## src/rtl/mprj_io_pad_seq_pkg.sv

```systemverilog
// Shared definitions for the user-project pad sequencer: config-word layout,
// reset word, sequencer state encoding and a small address-width helper.
package mprj_io_pad_seq_pkg;

    localparam int CFG_W           = 5;
    localparam int CFG_OEB_BIT     = 0;
    localparam int CFG_INP_DIS_BIT = 1;
    localparam int CFG_DM_LSB      = 2;
    localparam int CFG_DM_W        = 3;

    typedef logic [CFG_W-1:0] cfg_word_t;

    // dm=3'b001, inp_dis=1, oeb=1: pad safely tri-stated with input disabled
    localparam cfg_word_t CFG_RESET = 5'b00111;

    typedef logic [1:0] seq_state_t;
    localparam seq_state_t ST_IDLE  = 2'd0;
    localparam seq_state_t ST_APPLY = 2'd1;
    localparam seq_state_t ST_DONE  = 2'd2;

    function automatic int addr_w(input int n);
        return (n > 1) ? $clog2(n) : 1;
    endfunction

endpackage

```

## src/rtl/mprj_io_pad_seq_if.sv

```systemverilog
// Shadow-config write and apply handshake between a host and the pad sequencer.
interface mprj_io_pad_seq_if #(
    parameter int NUM_PADS = 38
) ();
    import mprj_io_pad_seq_pkg::*;

    localparam int AW = addr_w(NUM_PADS);

    logic          cfg_we;
    logic [AW-1:0] cfg_addr;
    cfg_word_t     cfg_wdata;
    logic          cfg_err;
    logic          apply_req;
    logic          apply_busy;
    logic          apply_done;

    modport master (
        output cfg_we, cfg_addr, cfg_wdata, apply_req,
        input  cfg_err, apply_busy, apply_done
    );

    modport slave (
        input  cfg_we, cfg_addr, cfg_wdata, apply_req,
        output cfg_err, apply_busy, apply_done
    );

endinterface

```

## src/rtl/mprj_io_in_filt.sv

```systemverilog
// One pad input: multi-stage synchronizer, optional glitch filter and sticky
// rising-edge flag with write-1-to-clear (a coincident set wins).
module mprj_io_in_filt #(
    parameter int SYNC_STAGES = 2,
    parameter int FILT_LEN    = 4
) (
    input  logic wb_clk_i,
    input  logic wb_rst_i,
    input  logic io_in,
    input  logic edge_en,
    input  logic edge_clr,
    output logic io_in_filt,
    output logic edge_pend
);

    logic [SYNC_STAGES-1:0] sync_q, sync_d;
    logic                   synced;
    logic                   prev_q, prev_d;
    logic                   pend_q, pend_d;
    logic                   rise;

    assign sync_d = {sync_q[SYNC_STAGES-2:0], io_in};
    assign synced = sync_q[SYNC_STAGES-1];

    generate
        if (FILT_LEN == 0) begin : g_bypass
            assign io_in_filt = synced;
        end else begin : g_filt
            localparam logic [3:0] CNT_LAST = 4'(FILT_LEN - 1);

            logic [3:0] cnt_q, cnt_d;
            logic       filt_q, filt_d;

            // NOTE: every always_comb output gets a default first so no path leaves it unassigned (no latch).
            always_comb begin
                cnt_d  = cnt_q;
                filt_d = filt_q;
                if (synced == filt_q) begin
                    cnt_d = '0;
                end else if (cnt_q == CNT_LAST) begin
                    filt_d = synced;
                    cnt_d  = '0;
                end else begin
                    cnt_d = cnt_q + 4'd1;
                end
            end

            always_ff @(posedge wb_clk_i) begin
                if (wb_rst_i) begin
                    cnt_q  <= '0;
                    filt_q <= 1'b0;
                end else begin
                    cnt_q  <= cnt_d;
                    filt_q <= filt_d;
                end
            end

            assign io_in_filt = filt_q;
        end
    endgenerate

    always_comb begin
        rise   = io_in_filt & ~prev_q;
        prev_d = io_in_filt;
        pend_d = (pend_q & ~edge_clr) | (rise & edge_en);
    end

    // NOTE: sequential state uses non-blocking assignments so all flops update together.
    always_ff @(posedge wb_clk_i) begin
        if (wb_rst_i) begin
            sync_q <= '0;
            prev_q <= 1'b0;
            pend_q <= 1'b0;
        end else begin
            sync_q <= sync_d;
            prev_q <= prev_d;
            pend_q <= pend_d;
        end
    end

    assign edge_pend = pend_q;

endmodule

```

## src/rtl/mprj_io_pad_seq.sv

```systemverilog
// User-project pad sequencer: shadow pad configuration copied into the live
// pad controls one pad every STEP_CYC cycles, plus filtered pad inputs and edge IRQ.
module mprj_io_pad_seq
    import mprj_io_pad_seq_pkg::*;
#(
    parameter int NUM_PADS    = 38,
    parameter int STEP_CYC    = 1,
    parameter int SYNC_STAGES = 2,
    parameter int FILT_LEN    = 4
) (
    input  logic                  wb_clk_i,
    input  logic                  wb_rst_i,
    mprj_io_pad_seq_if.slave      cfg_if,
    output logic [NUM_PADS-1:0]   pad_oeb,
    output logic [NUM_PADS-1:0]   pad_inp_dis,
    output logic [3*NUM_PADS-1:0] pad_dm,
    input  logic [NUM_PADS-1:0]   io_in,
    output logic [NUM_PADS-1:0]   io_in_filt,
    input  logic [NUM_PADS-1:0]   edge_en,
    input  logic [NUM_PADS-1:0]   edge_clr,
    output logic [NUM_PADS-1:0]   edge_pend,
    output logic                  irq
);

    localparam int              AW        = addr_w(NUM_PADS);
    localparam logic [AW:0]     PAD_CNT   = (AW+1)'(NUM_PADS);
    localparam logic [AW-1:0]   IDX_LAST  = AW'(NUM_PADS - 1);
    localparam logic [7:0]      STEP_LAST = 8'(STEP_CYC - 1);

    cfg_word_t  shadow_q [NUM_PADS];
    cfg_word_t  shadow_d [NUM_PADS];
    cfg_word_t  live_q   [NUM_PADS];
    cfg_word_t  live_d   [NUM_PADS];
    seq_state_t state_q, state_d;
    logic [AW-1:0] idx_q, idx_d;
    logic [7:0]    step_q, step_d;
    logic          cfg_err_q, cfg_err_d;
    logic          irq_q, irq_d;
    logic          addr_ok;

    assign addr_ok = ({1'b0, cfg_if.cfg_addr} < PAD_CNT);

    always_comb begin
        shadow_d  = shadow_q;
        cfg_err_d = 1'b0;
        if (cfg_if.cfg_we) begin
            if (addr_ok) begin
                shadow_d[cfg_if.cfg_addr] = cfg_if.cfg_wdata;
            end else begin
                cfg_err_d = 1'b1;
            end
        end
    end

    // Sequencer reads shadow_q, so a write landing on the same edge as its pad's
    // load is picked up only by the next apply.
    always_comb begin
        state_d = state_q;
        idx_d   = idx_q;
        step_d  = step_q;
        live_d  = live_q;
        case (state_q)
            ST_IDLE: begin
                if (cfg_if.apply_req) begin
                    state_d = ST_APPLY;
                    idx_d   = '0;
                    step_d  = '0;
                end
            end
            ST_APPLY: begin
                if (step_q == STEP_LAST) begin
                    live_d[idx_q] = shadow_q[idx_q];
                    step_d        = '0;
                    if (idx_q == IDX_LAST) begin
                        state_d = ST_DONE;
                    end else begin
                        idx_d = idx_q + AW'(1);
                    end
                end else begin
                    step_d = step_q + 8'd1;
                end
            end
            ST_DONE: state_d = ST_IDLE;
            default: state_d = ST_IDLE;
        endcase
    end

    assign irq_d = |edge_pend;

    // NOTE: the config arrays are reset explicitly because the pads must come up in a known safe mode.
    always_ff @(posedge wb_clk_i) begin
        if (wb_rst_i) begin
            state_q   <= ST_IDLE;
            idx_q     <= '0;
            step_q    <= '0;
            cfg_err_q <= 1'b0;
            irq_q     <= 1'b0;
            for (int i = 0; i < NUM_PADS; i++) begin
                shadow_q[i] <= CFG_RESET;
                live_q[i]   <= CFG_RESET;
            end
        end else begin
            state_q   <= state_d;
            idx_q     <= idx_d;
            step_q    <= step_d;
            cfg_err_q <= cfg_err_d;
            irq_q     <= irq_d;
            shadow_q  <= shadow_d;
            live_q    <= live_d;
        end
    end

    assign cfg_if.cfg_err    = cfg_err_q;
    assign cfg_if.apply_busy = (state_q != ST_IDLE);
    assign cfg_if.apply_done = (state_q == ST_DONE);
    assign irq               = irq_q;

    for (genvar i = 0; i < NUM_PADS; i++) begin : g_pad
        assign pad_oeb[i]            = live_q[i][CFG_OEB_BIT];
        assign pad_inp_dis[i]        = live_q[i][CFG_INP_DIS_BIT];
        assign pad_dm[3*i +: 3]      = live_q[i][CFG_DM_LSB +: CFG_DM_W];

        mprj_io_in_filt #(
            .SYNC_STAGES (SYNC_STAGES),
            .FILT_LEN    (FILT_LEN)
        ) u_in_filt (
            .wb_clk_i   (wb_clk_i),
            .wb_rst_i   (wb_rst_i),
            .io_in      (io_in[i]),
            .edge_en    (edge_en[i]),
            .edge_clr   (edge_clr[i]),
            .io_in_filt (io_in_filt[i]),
            .edge_pend  (edge_pend[i])
        );
    end

endmodule

```

## src/flat_wrapper.sv

```systemverilog
// flat-port wrapper written by rule: the top's interface ports become plain ports
module mprj_io_pad_seq_flat import mprj_io_pad_seq_pkg::*;
#(
    parameter int NUM_PADS    = 38,
    parameter int STEP_CYC    = 1,
    parameter int SYNC_STAGES = 2,
    parameter int FILT_LEN    = 4
)
  (wb_clk_i, wb_rst_i, pad_oeb, pad_inp_dis, pad_dm, io_in, io_in_filt, edge_en, edge_clr, edge_pend, irq, cfg_if_cfg_we, cfg_if_cfg_addr, cfg_if_cfg_wdata, cfg_if_apply_req, cfg_if_cfg_err, cfg_if_apply_busy, cfg_if_apply_done);
  mprj_io_pad_seq_if #(.NUM_PADS(NUM_PADS)) cfg_if_i ();
  input  logic wb_clk_i;
  input  logic wb_rst_i;
  output logic [NUM_PADS-1:0] pad_oeb;
  output logic [NUM_PADS-1:0] pad_inp_dis;
  output logic [3*NUM_PADS-1:0] pad_dm;
  input  logic [NUM_PADS-1:0] io_in;
  output logic [NUM_PADS-1:0] io_in_filt;
  input  logic [NUM_PADS-1:0] edge_en;
  input  logic [NUM_PADS-1:0] edge_clr;
  output logic [NUM_PADS-1:0] edge_pend;
  output logic irq;
  input wire logic [$bits(cfg_if_i.cfg_we)-1:0] cfg_if_cfg_we;
  input wire logic [$bits(cfg_if_i.cfg_addr)-1:0] cfg_if_cfg_addr;
  input wire logic [$bits(cfg_if_i.cfg_wdata)-1:0] cfg_if_cfg_wdata;
  input wire logic [$bits(cfg_if_i.apply_req)-1:0] cfg_if_apply_req;
  output wire logic [$bits(cfg_if_i.cfg_err)-1:0] cfg_if_cfg_err;
  output wire logic [$bits(cfg_if_i.apply_busy)-1:0] cfg_if_apply_busy;
  output wire logic [$bits(cfg_if_i.apply_done)-1:0] cfg_if_apply_done;
  assign cfg_if_i.cfg_we = cfg_if_cfg_we;
  assign cfg_if_i.cfg_addr = cfg_if_cfg_addr;
  assign cfg_if_i.cfg_wdata = cfg_if_cfg_wdata;
  assign cfg_if_i.apply_req = cfg_if_apply_req;
  assign cfg_if_cfg_err = cfg_if_i.cfg_err;
  assign cfg_if_apply_busy = cfg_if_i.apply_busy;
  assign cfg_if_apply_done = cfg_if_i.apply_done;
  mprj_io_pad_seq #(.NUM_PADS(NUM_PADS), .STEP_CYC(STEP_CYC), .SYNC_STAGES(SYNC_STAGES), .FILT_LEN(FILT_LEN)) u_core (.wb_clk_i(wb_clk_i), .wb_rst_i(wb_rst_i), .cfg_if(cfg_if_i), .pad_oeb(pad_oeb), .pad_inp_dis(pad_inp_dis), .pad_dm(pad_dm), .io_in(io_in), .io_in_filt(io_in_filt), .edge_en(edge_en), .edge_clr(edge_clr), .edge_pend(edge_pend), .irq(irq));
endmodule
```

## config.mk

```make
export PLATFORM = sky130hd
export DESIGN_NAME = mprj_io_pad_seq_flat
export DESIGN_NICKNAME = d
export VERILOG_FILES = /design/src/rtl/mprj_io_pad_seq_pkg.sv /design/src/rtl/mprj_io_pad_seq_if.sv /design/src/rtl/mprj_io_in_filt.sv /design/src/rtl/mprj_io_pad_seq.sv /design/src/flat_wrapper.sv
export SDC_FILE = /design/constraint.sdc
export NUM_CORES = 1
export LEC_CHECK = 0
export BUFFER_PORTS_ARGS = -buffer_cell sky130_fd_sc_hd__buf_4
export CAP_MARGIN = 0
export CORE_MARGIN = 1.5
export CORE_UTILIZATION = 45
export DETAILED_ROUTE_END_ITERATION = 6
export PLACE_DENSITY = 0.63
export SLEW_MARGIN = 20
export SYNTH_ARGS = -nofsm -noshare
export SYNTH_HDL_FRONTEND = slang
export SYNTH_SLANG_ARGS = --single-unit
```

## constraint.sdc

```tcl
create_clock -name wb_clk_i -period 3.23 [get_ports wb_clk_i]
set_clock_uncertainty 0.1 [all_clocks]
set_input_delay 0.646 -clock wb_clk_i [delete_from_list [all_inputs] [get_ports wb_clk_i]]
set_output_delay 0.646 -clock wb_clk_i [all_outputs]
set_load 0.05 [all_outputs]
```

* Word level (Yosys, flattened, before mapping)
Cells that the tools add are included.
** Storage, ports and cells
- Register bits after elaboration :: 740
- Bits in latches :: 0
- RAM bits :: 0
- Bits in read-only memories :: 0
- Input bits :: 129
- Output and inout bits :: 270
- Memories :: 0
** Cells by class
- Add/subtract/negate cells :: 40
- Multipliers :: 0
- Divide/modulo/power cells :: 0
- Magnitude comparators :: 5
- Eq/ne operators :: 83
- Shifts and indexed selects :: 0
- Multiplexer cells :: 21
- Bitwise operators :: 269
- Reductions and logical operators :: 89
** Operator list (count)
- 190-bit bitwise mux :: 2
- 4-bit by 1-bit adder with 4-bit output, second input constant :: 38
- 4-bit by 2-bit == test with 1-bit output, second input constant :: 38
- 1-bit inverter :: 115
- 1-bit bitwise AND :: 114
- 3-bit OR reduction :: 38
- 2-bit AND reduction :: 41
- 5-bit demux with 6-bit select :: 2
- 1-bit == test :: 38
- 1-bit bitwise OR :: 38
- 38-bit OR reduction :: 1
- 5-bit binary-select mux with 6-bit select :: 1
- 5-bit two-way mux :: 4
- 6-bit two-way mux :: 3
- 8-bit two-way mux :: 2
- 8-bit one-hot mux with 2 select lines :: 1
- 7-bit greater-or-equal comparator, second input constant :: 2
- 7-bit by 1-bit < comparator with 1-bit output, second input constant :: 2
- 6-bit inverter with 7-bit output :: 2
- 6-bit one-hot mux with 2 select lines :: 1
- 8-bit by 1-bit adder with 8-bit output, second input constant :: 1
- 8-bit zero test :: 1
- 6-bit by 1-bit adder with 6-bit output, second input constant :: 1
- 6-bit == test, second input constant :: 1
- 14 further kinds :: 20

* Logic depth before layout (Yosys ltp)
- Depth in word-level cells :: 6
- Mapped depth :: 10
- Gate-level depth less buffers :: 7

* Cells and area by module
From an unflattened synthesis, not the netlist that was laid out.
** Second synthesis, totals
- Cells, all modules :: 2896
- Area, all modules :: 28058.2 µm²
** By module, submodules not included
- mprj_io_pad_seq :: times used 1, cells each 1794, area each 16171.8 µm², sequential area each 7967.6 µm²
- mprj_io_in_filt :: times used 38, cells each 29, area each 312.8 µm², sequential area each 180.2 µm²

* Least setup slack after synthesis
OpenSTA, ideal clock, no wires.
- Path type :: input port to flip-flop
- Start point :: in cfg_if_cfg_addr[1]
- End point :: reg u_core.shadow_q[25] in the netlist's numbering
- Data arrival time :: 2.170 ns
- Slack :: 0.831 ns
- Stages :: 7
- Path buffers :: 2
- Cells stage by stage :: buf_2 -> a211o_1 -> or3_1 -> buf_2 -> nor3_4 -> mux2i_1 -> nand2_1
** On the way
- Longest elaborated chain between the ends :: 6
- Elaborated cells on any way between the ends :: 9
** RTL lines
- from (decl) :: RTL line flat_wrapper.sv:23 : input wire logic [$bits(cfg_if_i.cfg_addr)-1:0] cfg_if_cfg_addr;
- 6-bit inverter with 7-bit output (implied by the code) :: RTL line mprj_io_pad_seq.sv:48 : shadow_d[cfg_if.cfg_addr] = cfg_if.cfg_wdata;
- 7-bit greater-or-equal comparator (implied by the code) or 7-bit by 1-bit < comparator with 1-bit output (tied branches) :: RTL line mprj_io_pad_seq.sv:48
- 1-bit logical AND (implied by the code) :: RTL line mprj_io_pad_seq.sv:48
- 5-bit two-way mux (implied by the code) :: RTL line mprj_io_pad_seq.sv:48
- 5-bit demux with 6-bit select :: RTL line mprj_io_pad_seq.sv:48
- 190-bit bitwise mux :: RTL line mprj_io_pad_seq.sv:48
- to (signal assigned) :: RTL line mprj_io_pad_seq.sv:108 : shadow_q <= shadow_d;
- to (decl) :: RTL line mprj_io_pad_seq.sv:30 : cfg_word_t shadow_q [NUM_PADS];
Parallel ways exist; a longest one is shown, timed or not.
A chain may end at the register's enable or synchronous reset.

* Final worst setup path
- Start point :: reg u_core.idx_q[1]
- End point :: reg u_core.live_q (netlist bit u_core.pad_oeb[10])
** On the way
- Longest elaborated chain between the ends :: 6
- Elaborated cells on any way between the ends :: 10
** RTL lines
- from (decl) :: RTL line mprj_io_pad_seq.sv:35 : logic [AW-1:0] idx_q, idx_d;
- from (signal assigned) :: RTL line mprj_io_pad_seq.sv:104 : idx_q <= idx_d;
- 6-bit inverter with 7-bit output (implied by the code) * :: RTL line mprj_io_pad_seq.sv:72 : live_d[idx_q] = shadow_q[idx_q];
- 7-bit greater-or-equal comparator (implied by the code) or 7-bit by 1-bit < comparator with 1-bit output (tied branches) :: RTL line mprj_io_pad_seq.sv:72
- 1-bit logical AND (implied by the code) :: RTL line mprj_io_pad_seq.sv:72
- 5-bit two-way mux (implied by the code) :: RTL line mprj_io_pad_seq.sv:72
- 5-bit demux with 6-bit select :: RTL line mprj_io_pad_seq.sv:72
- 190-bit bitwise mux * :: RTL line mprj_io_pad_seq.sv:72
- to (signal assigned) :: RTL line mprj_io_pad_seq.sv:109 : live_q <= live_d;
- to (decl) :: RTL line mprj_io_pad_seq.sv:32 : cfg_word_t live_q [NUM_PADS];
Mark *: on every way between the ends. The rest lies on a longest branch, timed or not. The select of a mux whose other input is x is not followed.

==> summary by stage <==
Outcome
The flow ran to the end, and the final reports show no timing, DRC or antenna violations.

GRT
The residual overflow from global routing is 0. The global-route wire length before repair is between 100000 and 150000 um. Entering global routing, the biggest net connects 90 pins. The number of global-route vias before repair was 23090. The total global-route track usage is between 20% and 30%. The number of antenna violations at the first check in global routing is 0.

CTS
The number of hold buffers added after CTS is 0. Counting every sink on the clock net gives between 700 and 800. The setup fix buffers added after clock tree synthesis is 0. The cell sitting at the root of the clock tree is a sky130_fd_sc_hd__clkbuf_16. The clock tree buffer depth is 3.

The clock tree from TritonCTS is done. In this run, CTS created clock tree buffers numbering 78. The H-tree was split into 3 levels. The insertion delay of the later-clocked pin in the worst-skew pair is 630 ps. The total of cells resized after clock tree synthesis is 0. After clock tree synthesis, the clock-pin slew on the worst setup and hold paths is about 60 ps.

Synth
The most frequently used flop master after synthesis is sky130_fd_sc_hd__dfxtp_1. The share of synthesized area in the top cell type comes to ~51%. The share of the yosys chip area belonging to registers is 50.94%. Counting flops with a built-in enable in the synthesized netlist gives 0. The post-synthesis sequential element count is 740.

The number of different library cells used by synthesis comes to a little under 80. The proportion of register bits with asynchronous set or reset after synthesis is 0%. Dividing the synthesized area by the synthesized cell count gives around 9.2 sq um. Of all cell types, the one taking the most synthesized area is sky130_fd_sc_hd__dfxtp_1. The cell area that synthesis handed to floorplanning was between 0.02 and 0.03 sq mm. The number of nets handed over by synthesis was about 3300. After synthesis, the cell types taking the most area are sky130_fd_sc_hd__dfxtp_1 51%, sky130_fd_sc_hd__nor2_1 5.2%, sky130_fd_sc_hd__nand3_1 3.8%.

After technology mapping, the gate count stands at between 3000 and 4000. The warning count from the yosys run is 0.

STA
Setup violations remaining at the end of the flow were counted as 0. The post-route fraction of the period consumed by the critical path is 89.28%. Timing would allow up to roughly 0.35 GHz. Setup repair after global routing left no endpoint under its margin. The transition at the pin with the smallest max-transition slack is between 800 and 900 ps.

The shortest period the worst path allows is ~2900 ps. The count of final hold-check violations is 0. The worst relative slew slack is between 40% and 50%. Adding up every negative setup slack in the final design gives 0 ps. The number of slew-limit violations in the final report is 0.

Worst setup path
For this run, the slowest stage of the critical path takes around 800 ps. The end point of the critical path is u_core.pad_oeb[10]$_SDFFE_PP1P_. The worst path required time is 3620 ps. The largest fanout on the critical path is 24. STA classifies the critical path startpoint as a flop. The critical path goes through mux2_2 > a221o_1 > a22o_1 > a221oi_4 > a21oi_1. The worst path arrival time is approximately 3300 ps.

In this run the worst setup path begins at u_core.idx_q[1]$_SDFFE_PP0P_. In this run the critical register-to-register path is launched from u_core.idx_q[1]$_SDFFE_PP0P_. The reg-to-reg critical path endpoint is u_core.pad_oeb[10]$_SDFFE_PP1P_. In this run the number of cells on the critical path is 5. In this run the register-to-register setup slack is between 300 and 400 ps.

The critical path is of the flop to flop type. The kind of capture point of the worst setup path is a flop. The number of buffers and inverters on the critical path is 0. For the worst flop-to-flop path, the logic depth is 5. On the critical path the largest part of the delay comes from compound AO/OA/AOI/OAI gates. The largest individual stage delay along the critical path comes from the cell sky130_fd_sc_hd__dfxtp_2.

Flow run
The number of violations of the max-capacitance limit is 0.

Routing
The post-route DRC violation count is 0. The violation count after the first detailed-routing iteration is 1901. The number of vias after detailed routing is roughly 24000.

The remaining antenna violation count is 0. The number of vias per cell is roughly 5.5. The detailed-route wire length is 83410 um. The number of detailed-routing iterations run before antenna repair is 6. After detailed routing, the average wire length per cell comes to 19.04 um.

Die
The initial utilization of the core area, before any placement, comes to 45.35%. From left edge to right edge, the die measures 257.2 um. In this run the standard cell core region covers roughly 0.064 sq mm.

The I/O pin total is 399. The area of the die is between 0.06 and 0.07 sq mm. The die boundary height is approximately 260 um.

The initialized floorplan defines 93 standard-cell rows.

Pwr
IR analysis of the VDD net gives a maximum drop of roughly 0.46 mV. The total power is ~19000 uW. For this design the static power due to leakage is between 0.01 and 0.015 uW. Dividing total power by cell area gives a power density of approximately 550 mW/mm^2.

Placement
The count of buffers from port buffering is 398. The HPWL after detailed placement is slightly below 60000 um. The post-placement cell count is roughly 4200.

Routability-driven placement finished with a final weighted congestion of around 0.93.

Layout
Of the cells placed in the final design, the portion with a size suffix greater than 1 is between 15 and 20%. The library cell used most frequently in the layout, excluding fill and tap cells, is sky130_fd_sc_hd__dfxtp_1. The count of cells in the finished layout, fillers not included, comes to approximately 4400. Relative to the synthesized area, the layout overhead comes to 21.15%.

After the last flow step, the layout net total stands at roughly 3600. The filler cells instantiated in the layout total approximately 5700. The repair_antennas step left the layout with diodes totalling 0. Leaving out fill and tap cells, the most frequent cells in the layout are 738 x sky130_fd_sc_hd__dfxtp_1, 469 x sky130_fd_sc_hd__buf_4, 400 x sky130_fd_sc_hd__nor2_1, 254 x sky130_fd_sc_hd__nand2_1, 223 x sky130_fd_sc_hd__nand3_1.

Worst hold path
In this run the worst hold path is classified as input pin to flop.
-- final cells by class --
| cell class | instances | area, sq um | area share [%] |
|---|---|---|---|
| Tap cell | 855 | 1070 | 3.037 |
| Inverter | 49 | 186.4 | 0.5292 |
| Multi-Input combinational cell | 2119 | 12710 | 36.07 |
| Clock inverter | 28 | 462.9 | 1.314 |
| Timing Repair Buffer | 478 | 3696 | 10.49 |
| Sequential cell | 740 | 14820 | 42.06 |
| Clock buffer | 112 | 2290 | 6.499 |
-- layer usage --
layer,up-vias,GRT usage [%],part of all wire [%]
met5,-,0,0
met4,0,7.745,2.5
met3,140,4.748,7.5
met2,910,40.55,48
met1,11490,31.33,42
li1,11418,-,-
-- cells in the mapped netlist (all sizes together) (3+ instances only) --
| cell type | count |
|---|---|
| a2111oi | 3 |
| a211oi | 75 |
| a21oi | 205 |
| a221o | 8 |
| a221oi | 6 |
| a22oi | 15 |
| a31oi | 9 |
| and2 | 7 |
| and3 | 7 |
| and3b | 3 |
| and4 | 3 |
| buf | 131 |
| clkbuf | 132 |
| dfxtp | 740 |
| ha | 42 |
| inv | 47 |
| mux2 | 25 |
| mux2i | 90 |
| mux4 | 10 |
| nand2 | 254 |
| nand2b | 45 |
| nand3 | 223 |
| nand3b | 43 |
| nand4 | 9 |
| nor2 | 406 |
| nor2b | 124 |
| nor3 | 68 |
| nor3b | 46 |
| nor4 | 11 |
| nor4b | 3 |
| o2111ai | 4 |
| o211ai | 4 |
| o21ai | 142 |
| o221a | 8 |
| o22a | 3 |
| o22ai | 7 |
| o311ai | 6 |
| o31a | 9 |
| o32ai | 3 |
| or3 | 51 |
| xnor2 | 79 |
| xor2 | 38 |
-- flip-flops by register name (all words and copies together), names as in the netlist, 2 cells and up --
name	flops
u_core.shadow_q	190
u_core.g_pad.u_in_filt.g_filt.cnt_q	152
u_core.pad_dm	114
u_core.g_pad.u_in_filt.sync_q	76
u_core.g_pad.u_in_filt.edge_pend	38
u_core.g_pad.u_in_filt.io_in_filt	38
u_core.g_pad.u_in_filt.prev_q	38
u_core.pad_inp_dis	38
u_core.pad_oeb	38
u_core.step_q	8
u_core.idx_q	6
u_core.state_q	2
-- cell families after synthesis --
kind of cell,synth area share (%)
AOI/OAI and AO/OA,11.32
xor gates and xnor gates,3.524
adders and majority gates,1.807
buffers and inverters,5.387
DFF,50.94
muxes,4.841
and+or+nand+nor,22.18
-- worst min-delay path by stage --
| stage | start | end | slack (ps) | cells after the start |
|---|---|---|---|---|
| 2_1_floorplan | u_core.g_pad[0].u_in_filt.sync_q[0]$_SDFF_PP0_ | u_core.g_pad[0].u_in_filt.sync_q[1]$_SDFF_PP0_ | 310 | 1 |
| 4_1_cts | io_in[26] | u_core.g_pad[26].u_in_filt.sync_q[0]$_SDFF_PP0_ | 90 | 2 |
| 3_5_place_dp | u_core.g_pad[17].u_in_filt.sync_q[0]$_SDFF_PP0_ | u_core.g_pad[17].u_in_filt.sync_q[1]$_SDFF_PP0_ | 320 | 1 |
| 5_1_grt | io_in[30] | u_core.g_pad[30].u_in_filt.sync_q[0]$_SDFF_PP0_ | 110 | 2 |
| 6_report | io_in[21] | u_core.g_pad[21].u_in_filt.sync_q[0]$_SDFF_PP0_ | 120 | 2 |
| 3_3_place_gp | u_core.g_pad[25].u_in_filt.sync_q[0]$_SDFF_PP0_ | u_core.g_pad[25].u_in_filt.sync_q[1]$_SDFF_PP0_ | 320 | 1 |
-- power breakdown --
group	total [uW]	switching, uW	internal, uW
combinational	741	470	270
clock	9400	3770	5630
sequential	9250	47.6	9200
total	19400	4280	15100
-- per-stage QoR --
stage | setup slack (ps) | instance area (sq um) | hold WS, ps | utilization [%]
after floorplan | 831.1 | 29080 | 313.8 | -
after global placement | 488.6 | 32480 | 318.6 | 50.65
after detailed placement | 414.7 | 32480 | 321.2 | 50.65
after CTS | 411.0 | 35230 | 87.73 | 54.95
after global routing | 232.1 | 35230 | 114.0 | 54.95
final | 346.2 | 35230 | 124.4 | 54.95
Note: power is estimated with default switching activity, not from simulation.
